<file path="config.mk">
export PLATFORM = sky130hd
export DESIGN_NAME = fetch_unit
export DESIGN_NICKNAME = d
export VERILOG_FILES = /design/src/rtl/fetch_unit.sv
export SDC_FILE = /design/constraint.sdc
export NUM_CORES = 1
export LEC_CHECK = 0
export CAP_MARGIN = 25
export CORE_MARGIN = 3
export CORE_UTILIZATION = 65
export CTS_CLUSTER_SIZE = 14
export DETAILED_ROUTE_END_ITERATION = 8
export DONT_BUFFER_PORTS = 1
export PLACE_DENSITY = 0.81
export SLEW_MARGIN = 5
export SYNTH_ARGS = -nofsm -noshare
export SYNTH_HDL_FRONTEND = slang
export SYNTH_SLANG_ARGS = --single-unit
</file>
<file path="constraint.sdc">
create_clock -name clk -period 16.65 [get_ports clk]
set_input_delay 4.995 -clock clk [delete_from_list [all_inputs] [get_ports clk]]
set_output_delay 4.995 -clock clk [all_outputs]
set_load 0.02 [all_outputs]
</file>
<file path="src/rtl/fetch_unit.sv">
`default_nettype none
// ============================================================================
// Module   : fetch_unit
// Brief    : Instruction-fetch stage: PC owner, 1-cycle imem requester,
//            credit-controlled skid FIFO and redirect flush.
// Revision : 1.0 - initial release
// ============================================================================
module fetch_unit #(
    parameter int                    ADDR_WIDTH  = 32,
    parameter int                    INSTR_WIDTH = 32,
    parameter logic [ADDR_WIDTH-1:0] RESET_PC    = '0,
    parameter int                    BUF_DEPTH   = 2
) (
    input  logic                   clk,
    input  logic                   rst_n,
    input  logic                   id_ready,
    input  logic                   redirect_valid,
    input  logic [ADDR_WIDTH-1:0]  redirect_pc,
    output logic                   imem_req,
    output logic [ADDR_WIDTH-1:0]  imem_addr,
    input  logic [INSTR_WIDTH-1:0] imem_rdata,
    output logic                   if_valid,
    output logic [ADDR_WIDTH-1:0]  if_pc,
    output logic [INSTR_WIDTH-1:0] if_instr
);

    localparam logic [1:0] c_ST_IDLE  = 2'd0;
    localparam logic [1:0] c_ST_FETCH = 2'd1;
    localparam logic [1:0] c_ST_FLUSH = 2'd2;

    // Storage is sized for the largest legal depth; only BUF_DEPTH slots are used.
    localparam int                    c_SLOTS    = 4;
    localparam logic [1:0]            c_PTR_LAST = 2'(BUF_DEPTH - 1);
    localparam logic [ADDR_WIDTH-1:0] c_WORD_MSK = ~(ADDR_WIDTH'(3));

    logic [1:0]             r_state;
    logic [1:0]             w_state_nxt;
    logic [ADDR_WIDTH-1:0]  r_pc;
    logic [ADDR_WIDTH-1:0]  w_pc_nxt;
    logic [ADDR_WIDTH-1:0]  r_issued_pc;
    logic [2:0]             r_count;
    logic                   r_inflight;
    logic                   r_discard;
    logic [1:0]             r_head;
    logic [1:0]             r_tail;
    logic [ADDR_WIDTH-1:0]  r_buf_pc    [c_SLOTS];
    logic [INSTR_WIDTH-1:0] r_buf_instr [c_SLOTS];

    logic                   w_pop;
    logic                   w_push;
    logic                   w_req;
    logic                   w_flush;
    logic [3:0]             w_free;
    logic [ADDR_WIDTH-1:0]  w_target;

    function automatic logic [1:0] f_ptr_inc(input logic [1:0] ptr);
        return (ptr == c_PTR_LAST) ? 2'd0 : ptr + 2'd1;
    endfunction

    assign if_valid  = (r_count != 3'd0);
    assign if_pc     = r_buf_pc[r_head];
    assign if_instr  = r_buf_instr[r_head];
    assign imem_req  = w_req;
    assign imem_addr = r_pc;

    always_comb begin
        w_pop    = if_valid & id_ready;
        // count + inflight never exceeds BUF_DEPTH, so this cannot go negative.
        w_free   = 4'(BUF_DEPTH) + 4'(w_pop) - 4'(r_count) - 4'(r_inflight);
        w_target = redirect_pc & c_WORD_MSK;
        w_flush  = redirect_valid && (r_state != c_ST_IDLE);
        w_req    = (r_state == c_ST_FETCH) && (w_free != 4'd0) && !redirect_valid;
        w_push   = r_inflight && !r_discard && (r_state == c_ST_FETCH) && !redirect_valid;

        w_state_nxt = r_state;
        case (r_state)
            c_ST_IDLE:  w_state_nxt = c_ST_FETCH;
            c_ST_FETCH: w_state_nxt = redirect_valid ? c_ST_FLUSH : c_ST_FETCH;
            c_ST_FLUSH: w_state_nxt = redirect_valid ? c_ST_FLUSH : c_ST_FETCH;
            default:    w_state_nxt = c_ST_IDLE;
        endcase

        // A redirect seen in IDLE just retargets the first fetch.
        w_pc_nxt = r_pc;
        if (redirect_valid) begin
            w_pc_nxt = w_target;
        end else if (w_req) begin
            w_pc_nxt = r_pc + ADDR_WIDTH'(4);
        end
    end

    always_ff @(posedge clk) begin
        if (!rst_n) begin
            r_state     <= c_ST_IDLE;
            r_pc        <= RESET_PC;
            r_issued_pc <= '0;
            r_count     <= 3'd0;
            r_inflight  <= 1'b0;
            r_discard   <= 1'b0;
            r_head      <= 2'd0;
            r_tail      <= 2'd0;
            for (int i = 0; i < c_SLOTS; i++) begin
                r_buf_pc[i]    <= '0;
                r_buf_instr[i] <= '0;
            end
        end else begin
            r_state    <= w_state_nxt;
            r_pc       <= w_pc_nxt;
            r_inflight <= w_req;
            r_discard  <= w_flush;
            if (w_req) begin
                r_issued_pc <= r_pc;
            end
            if (w_flush) begin
                r_count <= 3'd0;
                r_head  <= 2'd0;
                r_tail  <= 2'd0;
            end else begin
                if (w_push) begin
                    r_buf_pc[r_tail]    <= r_issued_pc;
                    r_buf_instr[r_tail] <= imem_rdata;
                    r_tail              <= f_ptr_inc(r_tail);
                end
                if (w_pop) begin
                    r_head <= f_ptr_inc(r_head);
                end
                r_count <= r_count + 3'(w_push) - 3'(w_pop);
            end
        end
    end

endmodule
`default_nettype wire

</file>
# Word level (Yosys, flattened, before mapping)
# Memories as Yosys holds them, arrays and structs flattened. A register that Yosys moved wholly into a read port is not among the register bits.
# Cells that the tools add are included.
# totals
ff_bits	75
mem_bits_rw	256
inputBits	68
output_inout_bits	98
word_cells	64
memories	2
# mem_list
name	depth	width	read_ports	rd_clocked_by_memory_dff	wr	line	source
r_buf_instr	4	32	1	1	4	47	logic [INSTR_WIDTH-1:0] r_buf_instr [c_SLOTS];
r_buf_pc	4	32	1	1	4	46	logic [ADDR_WIDTH-1:0] r_buf_pc [c_SLOTS];
# op_classes
add_sub_neg	8
n_eq_ne	4
n_mux	21
bitwise_logic	2
n_reduce_logical	18
# op_table
cell	count
$mux W32	4
$reduce_or A32 Y1	2
$add A32 B3 Y32 const B	1
$mux W2	9
$mux W1	7
$eq A2 B1 Y1 const B	3
$logic_and A1 B1 Y1	6
$reduce_or A2 Y1	3
$add A2 B1 Y2 const B	2
$pmux W2 S2	1
$reduce_bool A2 Y1	2
$reduce_bool A4 Y1	1
$sub A3 B3 Y4	1
$sub A4 B1 Y4	1
$add A2 B1 Y3 const A	1
$add A3 B1 Y3	1
$reduce_bool A3 Y1	1
$sub A3 B1 Y3	1
$eq A2 B2 Y1 const B	1
$logic_not A1 Y1	2
$logic_not A2 Y1	1
$and A1 B1 Y1	1
$not A1 Y1	1

# Longest topological paths before layout
# depth
word_depth	10
mapped_depth	12
ltp_nobuf	10

# Worst setup path after synthesis
# Ideal clock, no wire load.
# synth_timing
path_kind	input port to output port
from	in id_ready
to	out imem_req
t_arrival_ps	7415
required_ps	11655
setup_slack_ps	4240
path_stages	9
n_path_buf	2
path_cell_list	and2_1 > fa_1 > ha_1 > fa_1 > or4b_1 > clkbuf_1 > nand3_1 > inv_1 > clkbuf_1
# synth_between
elab_chain_cells	7
# synth_lines
element	line	source
from (decl)	16	input logic id_ready,
$and A1 B1 Y1	67	w_pop = if_valid & id_ready;
$add A2 B1 Y3	69	w_free = 4'(BUF_DEPTH) + 4'(w_pop) - 4'(r_count) - 4'(r_inflight);
$sub A3 B3 Y4	69	
$sub A4 B1 Y4	69	
$reduce_bool A4 Y1	72	w_req = (r_state == c_ST_FETCH) && (w_free != 4'd0) && !redirect_valid;
$logic_and A1 B1 Y1 (2 in a row)	72	
to (decl)	19	output logic imem_req,
# No other way between the ends.

# Worst setup path after layout
# Same ends and word-level chain as after synthesis.

==> metrics.txt <==
status=completed; fmax=between 80 and 90 MHz; Crit. End Element=output pin; Pint=about 1.5 mW; Core Region=between 20000 and 25000 µm²; unrepaired setup endpoints after global routing=no; Root Driver=clkbuf_16; post-synth top area cell=edfxtp_1; Worst Hold Depth=2; GRT Residual Overflow=0; Final period util=around 74%; Pwr Density=between 100 and 150 nW/µm²; Async SR Flop Fraction=0%; Seq/Total Area, Yosys=approximately 63%; area grow syn2layout=9.00%; normalized max-slew margin=a little under a third; Non-Filler Instances=about 1.3k; Worst-Skew Late Latency=approximately 0.5 ns; clock share of power=about 40%; mapped cell area=between 10000 and 15000 µm²; Post-CTS Setup Inserts=0; Synth area leaders=edfxtp_1 (52%), dfxtp_1 (10%), mux4_2 (9.8%); vias post-DR=8446; Fin. Hold Viols=0; Synth Flop Type=edfxtp_1; Synth Instances=roughly 1.0k; first-pass GRT wire length=~48000 µm; GP Congestion=around 0.87; hold_buf cts=0; layout cells sized above 1=around 14%; antenna-violating nets left=0; vias per cell=around 6.4; hpwl dp=roughly 17000 µm; WS Path Type=input pin to output pin; CTS H-Tree Depth=2; Avg Cell Area, Syn=about 14 µm²; # port buffers=0; required time worst endpoint=11.65 ns; routed len/inst=around 23 µm; Die X=around 150 µm; die height=154 µm; drt pass-1 iters=5; worst-path fanout max=12; post-synth top area share=52.4%; Clock Sink Count=approximately 320; Critical Path AT=about 7.4 ns; most numerous cell in the Yosys netlist=edfxtp_1; Nets=about 1.1k; R2R depth=10; post-CTS sizing=0; Yosys cell types=between 50 and 60; flop-to-flop setup slack=12.58 ns; total wire length=30500 µm; endpoints failing setup=0; Final Max Slew Viols=0; Post-synth EDFFs=between 200 and 250; vias in the first global route=8616; transition time of the tightest slew-check pin=roughly 1 ns; Tot GR Track Use=26.0%; Worst-path clk slew=~0.06 ns; clk_skew=around 0.015 ns; number of buffers created by CTS=34; Remaining DRCs=0; Yosys reg bits=321; post-route minimum period=around 12 ns; initial antenna violation count=0; P_sw=0.474 mW; Worst IR Drop VDD=around 75 µV; row count=53; placed cell count=between 1k and 1.5k; Setup TNS Final=0 ns; Initial Util=between 60% and 70%; HP Class=register to register; CTS tree=built; most instantiated cells after synthesis=edfxtp_1 (248), and2_1 (196), dfxtp_1 (73); Combinational Power Share=a little under an eighth; largest net degree at the start of global routing=between 90 and 100; antenna diode count=0; Synthesis Warnings=0; clk buf depth=3; static leakage=between 5 and 6 nW; # IOs=166; initial drt markers=between 600 and 700; sequential power share=approximately half; die area=between 20000 and 25000 µm²; Max Cap Violations=0; CP Launch Type=input pin; switching share of power=between 20% and 30%
-- metal layers --
layer | wire length [µm] | track usage [%] | part of all wire (%) | vias up
met5 | 0 | 0 | 0 | -
met4 | 721 | 8.20 | 2.4 | 0
met3 | 2810 | 6.39 | 9.2 | 67
met2 | 14900 | 41.9 | 49 | 386
met1 | 12100 | 35.6 | 40 | 4162
li1 | - | - | - | 3831
-- critical path, cell delays in order --
cell     delay, ns
and2_1        0.20
fa_1          0.42
ha_1          0.21
fa_1          0.48
or4b_1        0.71
nand3_1       0.21
inv_1         0.16
-- registers in the layout (all words and copies together), names as in the netlist, named ones only --
signal,cells
r_count,3
r_head,2
r_buf_instr,128
r_issued_pc,30
r_state,2
r_tail,2
r_inflight,1
imem_addr,30
r_discard,1
r_buf_pc,120
-- cell usage in the layout (no fill, tap or decap), types with 3 or more instances in the layout --
cell,synthesis,layout
ha_1,8,8
clkbuf_8,4,4
o31ai_1,5,5
a21oi_1,35,35
a311oi_1,5,5
a211oi_1,12,12
nand3_1,17,17
bufinv_16,0,3
o211ai_1,3,3
xor2_1,8,8
clkinv_2,0,6
edfxtp_1,248,248
buf_4,5,13
inv_1,14,14
fa_1,3,3
and3_1,66,66
nor4_1,6,6
dfxtp_1,73,71
and4_1,8,8
or4_1,6,6
nor3_1,15,13
nand2_1,71,71
conb_1,1,4
and2_1,196,196
nor2_1,18,18
o21ai_0,23,21
a31oi_1,9,9
or3_1,5,5
clkbuf_1,60,8
clkbuf_16,0,37
mux4_2,62,62
nand4_1,15,15
xnor2_1,3,3
-- final cells by class --
type	count	area [µm²]
Sequential cell	321	8920
Fill cell	1354	5730
Multi-Input combinational cell	630	4920
Clock buffer	49	1010
Tap cell	275	344
Clock inverter	12	139
Timing Repair Buffer	13	97.6
Inverter	15	56.3
-- power by group through the flow --
stage | Clock [mW] | Sequential [mW] | Combinational (mW)
detailed placement | 0 | 0.956 | 0.222
CTS | 0.770 | 0.940 | 0.227
finish | 0.763 | 0.940 | 0.224
global route | 0.804 | 0.946 | 0.242
global placement | 0 | 0.954 | 0.220
floorplan | 0 | 0.939 | 0.196
-- worst paths after layout --
check | start | to
setup / recovery | id_ready | imem_req
hold / removal | r_head[1] | register
setup reg to reg | r_count[1] | imem_addr[31]
hold reg to reg | r_head[1] | register
-- stage by stage --
stage | total power [mW] | utilization, % | cell area (µm²) | setup slack [ns] | hold WS [ns]
after floorplan | 1.14 | - | 14200 | 4.24 | 0.407
after global placement | 1.17 | 67.6 | 14300 | 4.38 | 0.405
after detailed placement | 1.18 | 67.6 | 14300 | 4.37 | 0.423
after CTS | 1.94 | 73.0 | 15500 | 4.30 | 0.434
after global routing | 1.99 | 73.0 | 15500 | 4.21 | 0.447
final | 1.93 | 73.0 | 15500 | 4.27 | 0.430
-- cells by family after synthesis --
family          after synthesis  synth area share, %
compound gates              103                 4.54
xor+xnor                     11                0.678
fa+ha+maj                    11                 1.13
buf+inv                      96                 3.10
flops                       321                 62.7
mux                          62                 9.83
other cells                   1               0.0264
simple gates                439                 18.0
Power figures use the tool's default switching activity.
